$ cat src/rtl/xor_serial_unit.sv
// Bit-serial XOR/XNOR engine: one operand bit per clock, LSB first, built on
// the five-NOR XOR cell. Registered word result and parity under start/busy/done.

module xor_nor_cell (
  input  logic a_i,
  input  logic b_i,
  output logic x_o
);
  logic c_n, a_n, b_n, ab_n;

  nor g_c  (c_n,  a_i, b_i);
  nor g_a  (a_n,  a_i, a_i);
  nor g_b  (b_n,  b_i, b_i);
  nor g_ab (ab_n, a_n, b_n);
  nor g_x  (x_o,  c_n, ab_n);
endmodule

// Handshake: start is sampled only in IDLE and the operands/mode are captured
// on that edge; busy is high for exactly WIDTH cycles, then done pulses for one
// cycle as s/parity update; start in SHIFT or DONE is dropped, never queued.
module xor_serial_unit #(
  parameter int WIDTH = 8
) (
  input  logic             clk,
  input  logic             reset,
  input  logic             start,
  input  logic             mode,
  input  logic [WIDTH-1:0] a,
  input  logic [WIDTH-1:0] b,
  output logic             busy,
  output logic             done,
  output logic [WIDTH-1:0] s,
  output logic             parity,
  output logic [1:0]       state_dbg
);
  localparam int CW = $clog2(WIDTH + 1);
  localparam logic [CW-1:0] LAST = CW'(WIDTH - 1);

  typedef enum logic [1:0] {
    IDLE  = 2'd0,
    SHIFT = 2'd1,
    DONE  = 2'd2
  } state_t;

  state_t           state_q, state_d;
  logic [CW-1:0]    cnt_q, cnt_d;
  logic [WIDTH-1:0] a_q, a_d;
  logic [WIDTH-1:0] b_q, b_d;
  logic             mode_q, mode_d;
  logic [WIDTH-1:0] acc_q, acc_d;
  logic [WIDTH-1:0] s_q, s_d;
  logic             parity_q, parity_d;

  logic             x_bit;
  logic             r_bit;
  logic [WIDTH-1:0] r_msb;
  logic [WIDTH-1:0] acc_shift;

  xor_nor_cell u_xor  (.a_i(a_q[0]), .b_i(b_q[0]), .x_o(x_bit));
  // Mode inversion stage: XOR with mode through a second NOR cell.
  xor_nor_cell u_mode (.a_i(x_bit),  .b_i(mode_q), .x_o(r_bit));

  always_ff @(posedge clk) begin
    if (reset) begin
      state_q  <= IDLE;
      cnt_q    <= '0;
      a_q      <= '0;
      b_q      <= '0;
      mode_q   <= 1'b0;
      acc_q    <= '0;
      s_q      <= '0;
      parity_q <= 1'b0;
    end else begin
      state_q  <= state_d;
      cnt_q    <= cnt_d;
      a_q      <= a_d;
      b_q      <= b_d;
      mode_q   <= mode_d;
      acc_q    <= acc_d;
      s_q      <= s_d;
      parity_q <= parity_d;
    end
  end

  always_comb begin
    state_d  = state_q;
    cnt_d    = cnt_q;
    a_d      = a_q;
    b_d      = b_q;
    mode_d   = mode_q;
    acc_d    = acc_q;
    s_d      = s_q;
    parity_d = parity_q;

    // Result bit enters at the MSB so bit 0 lands at position 0 after WIDTH shifts.
    r_msb            = '0;
    r_msb[WIDTH-1]   = r_bit;
    acc_shift        = (acc_q >> 1) | r_msb;

    unique case (state_q)
      IDLE: begin
        if (start) begin
          a_d     = a;
          b_d     = b;
          mode_d  = mode;
          acc_d   = '0;
          cnt_d   = '0;
          state_d = SHIFT;
        end
      end
      SHIFT: begin
        acc_d = acc_shift;
        a_d   = a_q >> 1;
        b_d   = b_q >> 1;
        cnt_d = cnt_q + CW'(1);
        if (cnt_q == LAST) begin
          s_d      = acc_shift;
          parity_d = ^acc_shift;
          state_d  = DONE;
        end
      end
      DONE:    state_d = IDLE;
      default: state_d = IDLE;
    endcase
  end

  assign busy      = (state_q == SHIFT);
  assign done      = (state_q == DONE);
  assign s         = s_q;
  assign parity    = parity_q;
  assign state_dbg = state_q;
endmodule
$ cat config.mk
export PLATFORM = sky130hd
export DESIGN_NAME = xor_serial_unit
export DESIGN_NICKNAME = d
export VERILOG_FILES = /design/src/rtl/xor_serial_unit.sv
export SDC_FILE = /design/constraint.sdc
export NUM_CORES = 1
export LEC_CHECK = 0
export BUFFER_PORTS_ARGS = -buffer_cell sky130_fd_sc_hd__buf_2
export CAP_MARGIN = 20
export CORE_ASPECT_RATIO = 1.75
export CORE_UTILIZATION = 55
export CTS_BUF_LIST = sky130_fd_sc_hd__clkbuf_8
export DETAILED_ROUTE_END_ITERATION = 6
export PLACE_DENSITY_LB_ADDON = 0.05
export REMOVE_ABC_BUFFERS = 1
export SLEW_MARGIN = 20
export SYNTH_ARGS = -nofsm -noshare
export SYNTH_HDL_FRONTEND = slang
export SYNTH_SLANG_ARGS = --single-unit
$ cat constraint.sdc
create_clock -name clk -period 2 [get_ports clk]
set_clock_uncertainty 0.1 [all_clocks]
set_input_delay 0.4 -clock clk [delete_from_list [all_inputs] [get_ports clk]]
set_output_delay 0.4 -clock clk [all_outputs]
set_load 0.01 [all_outputs]
==> impl.org <==
** Outcome
- The flow ran to the end, and the final reports show no timing, DRC or antenna violations.

** Setup path
- Crit-path slowest cell :: sky130_fd_sc_hd__dfxtp_1
- The cell family contributing the most delay on the critical path is flip-flops.
- Nature of the critical path startpoint :: flop
- The worst register-to-register path has a setup slack of 270 ps.
- CP cell instances :: nand2b_1, inv_1, buf_2
- Counting both buffers and inverters, the worst setup path holds a total of 2.
- The worst setup path is captured at an output port.
- Crit path required time :: 1500 ps
- The largest single stage delay on the critical path is 470 ps.
- The worst setup path is of the flop to output port kind.
- Of all nets on the critical path, the largest fanout is 9.
- Data arrival, critical path :: 1290 ps

** CTS
- Count of clock tree sinks :: 39
- Clock-pin slew was measured on the worst setup and hold paths at 80 ps.
- H-tree depth :: 2
- Clock tree from TritonCTS :: yes
- At the later pin of the worst-skew pair, clock insertion delay measures 290 ps.
- In this run the post-CTS setup repair buffer count came out at 0.
- Root Driver :: sky130_fd_sc_hd__clkbuf_8
- Max Root-Sink Buffers :: 2
- The number of hold buffers added after CTS was 0.
- The number of clock buffers added by TritonCTS is 5.
- CTS resizes :: 0

** Synthesis
- The synthesized netlist contains 24 unique library cells.
- Async S/R FF share, synth :: 0%
- Post-synthesis average cell area :: 8.17 um2
- By area the synthesized netlist is led by sky130_fd_sc_hd__dfxtp_1 (50%), sky130_fd_sc_hd__nor2_1 (15%), sky130_fd_sc_hd__a22oi_1 (5.3%).
- Synth cell count leaders :: sky130_fd_sc_hd__nor2_1 (62), sky130_fd_sc_hd__dfxtp_1 (39), sky130_fd_sc_hd__nand2_1 (19)
- Sequential element share of the synthesized area :: 49.8%
- The synthesized design contains 39 register bits.
- Area leader, netlist :: sky130_fd_sc_hd__dfxtp_1
- Most frequent cell after synthesis :: sky130_fd_sc_hd__nor2_1
- Area share of the largest cell type after synthesis :: 49.8%
- During synthesis, Yosys emitted a total of 0 warnings.
- Dominant synthesized flop cell :: sky130_fd_sc_hd__dfxtp_1
- Number of flops mapped to enable cells by yosys :: 0
- Synthesis produced a netlist whose cell count is 192.
- Mapped cell area :: 1570 um2

** Power
- The worst-case IR drop observed on VDD is 0.000662 V.
- The internal portion of the total power is 1130 uW.
- The clock network accounts for 33.5% of the total power.
- Net switching fraction of the power :: 25.8%
- Leakage component of the power :: 0.000796 uW
- In this run the power density over the cells is 841 nW/um2.
- Sequential cells account for 55.1% of the total power.
- Of the total power, combinational logic draws 11.4%.
- In this run the power spent charging and discharging nets is 393 uW.
- Tot Pwr :: 1520 uW

** Floorplanning
- The die is 72.6 um tall.
- The floorplan step defined a die boundary enclosing 3080 um2.
- In this run the count of I/O pins placed on the die edge is 33.
- The core region is 2690 um2.
- Initial core utilization :: 58.3%
- Num rows :: 25
- Die span in x :: 42.4 um

** Cells and area
- Sequential cell area :: 781 um2
- Growth of design area from synthesis to finish :: 15.4%
- Area of combinational cells with multiple inputs :: 732 um2
- After filler insertion, the fill cell instance count of the layout stands at 242.
- Final net count :: 242
- Layout cells sized above 1 :: 22.1%
- After routing the design area is 1810 um2.
- Antenna diodes :: 0

** Drt
- DR vias/cell :: 5.47
- In this run the remaining antenna-violating nets after routing total 0.
- For this run, the detailed router's first-pass iteration total came to 4.
- Final routed wirelength across all metal layers :: 3.17 mm
- Routed len/inst :: 12.7 um
- Residual DRC :: 0
- Number of vias in the routed layout :: 1363
- Count of routing violations after the opening detailed-route iteration :: 34

** GRT
- Number of global-route vias before repair :: 1248
- Number of antenna violations at the first check in global routing :: 0
- Largest net degree at the start of global routing :: 40
- Wire length of the first global-routing pass :: 5.22 mm
- Global routing consumed, over all layers together, 22.6% of the routing resources.
- Remaining global-route overflow :: 0

** Timing
- Setup violations remaining at the end of the flow were counted as 0.
- Final Cycle Share :: 89.6%
- Setup repair after global routing left no endpoint under its margin.
- In the final timing run, aggregate negative setup slack is 0 ps.
- Time the worst path needs with I/O delays and setup :: 1790 ps
- Slew at the pin with the worst max-slew slack :: 896 ps
- Headroom to the max-slew limit came out at 40.0%.
- The total count of hold-check failures in the final report was 0.
- Final Max Slew Viols :: 0
- Highest clock rate :: 0.558 GHz

** Placement
- Port buffering added 32 buffers.
- Final GP Congestion :: 0.781
- Placed wire-length estimate after detailed placement :: 2.26 mm
- Dpl cell area :: 1730 um2

** Run
- Max Cap Viol :: 0

** Min path
- Worst hold path type :: primary input to flop
kinds of logic (layout without fill, tap and decap cells):
family,Yosys count,in the layout,share of synthesized area [%]
and+or+nand+nor,105,105,29.2
DFF,39,39,49.8
AOI/OAI and AO/OA,24,24,9.90
buffers and inverters,13,43,3.51
xor gates and xnor gates,8,8,5.35
muxes,2,2,1.44
adders and majority gates,1,1,0.798
area by class of cell:
| class | instances | share of cell area [%] |
|---|---|---|
| sequential | 39 | 43.2 |
| clock buffer | 5 | 3.80 |
| inverter | 1 | 0.207 |
| timing repair buffer | 34 | 9.68 |
| clock inverter | 3 | 0.830 |
| tap | 27 | 1.87 |
| multi-input combinational | 140 | 40.5 |
metrics by stage:
stage               setup slack, ps  utilization [%]  hold slack (ps)  instances
floorplan                       146                -              344        180
finish                          209             67.3              258        249
global route                   35.7             67.3              264        249
global placement                329             64.1              339        241
CTS                             191             67.3              246        249
detailed placement              191             64.1              343        241
worst paths after layout:
check,startpoint,endpoint,cells after the start
worst max register to register,state_dbg[0]$_SDFFE_PP0P_,b_q[0]$_SDFFE_PP0P_,4
worst max-delay path,state_dbg[1]$_SDFFE_PP0P_,busy,3
worst min register to register,s[6]$_SDFFE_PP0P_,s[6]$_SDFFE_PP0P_,2
worst min-delay path,mode,mode_q$_SDFFE_PP0P_,3
layout by cell type (no fill, tap or decap):
cell type and instances:
sky130_fd_sc_hd__nor3b_1 1, sky130_fd_sc_hd__xor2_1 1, sky130_fd_sc_hd__inv_1 1, sky130_fd_sc_hd__clkbuf_8 5
sky130_fd_sc_hd__nand4_1 1, sky130_fd_sc_hd__a22oi_1 11, sky130_fd_sc_hd__mux2_2 2, sky130_fd_sc_hd__nand2_1 19
sky130_fd_sc_hd__or2_2 2, sky130_fd_sc_hd__xnor2_1 6, sky130_fd_sc_hd__or3b_2 1, sky130_fd_sc_hd__nor2_1 62
sky130_fd_sc_hd__a21oi_1 12, sky130_fd_sc_hd__ha_1 1, sky130_fd_sc_hd__nor4_1 13, sky130_fd_sc_hd__a211oi_2 1
sky130_fd_sc_hd__dfxtp_1 39, sky130_fd_sc_hd__buf_4 2, sky130_fd_sc_hd__nor2b_1 2, sky130_fd_sc_hd__nand2b_1 1
sky130_fd_sc_hd__clkinv_2 3, sky130_fd_sc_hd__xnor3_1 1, sky130_fd_sc_hd__nor2_2 1, sky130_fd_sc_hd__nor3_1 1
sky130_fd_sc_hd__buf_2 32, sky130_fd_sc_hd__nand3b_1 1
power groups by stage:
| stage | Sequential (uW) | Clock (uW) | Combinational (uW) |
|---|---|---|---|
| global route | 843 | 548 | 194 |
| global placement | 854 | 0 | 168 |
| CTS | 838 | 521 | 176 |
| finish | 838 | 510 | 173 |
| floorplan | 851 | 0 | 112 |
| detailed placement | 856 | 0 | 175 |
routing by layer:
layer	wire length, um	part of all wire [%]	track usage [%]
met1	1310	41	23.5
met2	1680	53	40.7
met3	105	3.3	5.45
met4	76	2.4	12.5
met5	0	0	0
flip-flops by register name, indices dropped and copies added (netlist names):
name,count
state_dbg,2
cnt_q,4
parity,1
b_q,8
acc_q,7
a_q,8
s,8
mode_q,1
worst reg2reg max path: stages, from the launching register on:
cell and delay (ps):
sky130_fd_sc_hd__dfxtp_1 460, sky130_fd_sc_hd__nor2_1 90, sky130_fd_sc_hd__nor2_1 690, sky130_fd_sc_hd__nor2_1 80, sky130_fd_sc_hd__nor4_1 210
No activity file was read; power rests on OpenSTA's default activity.
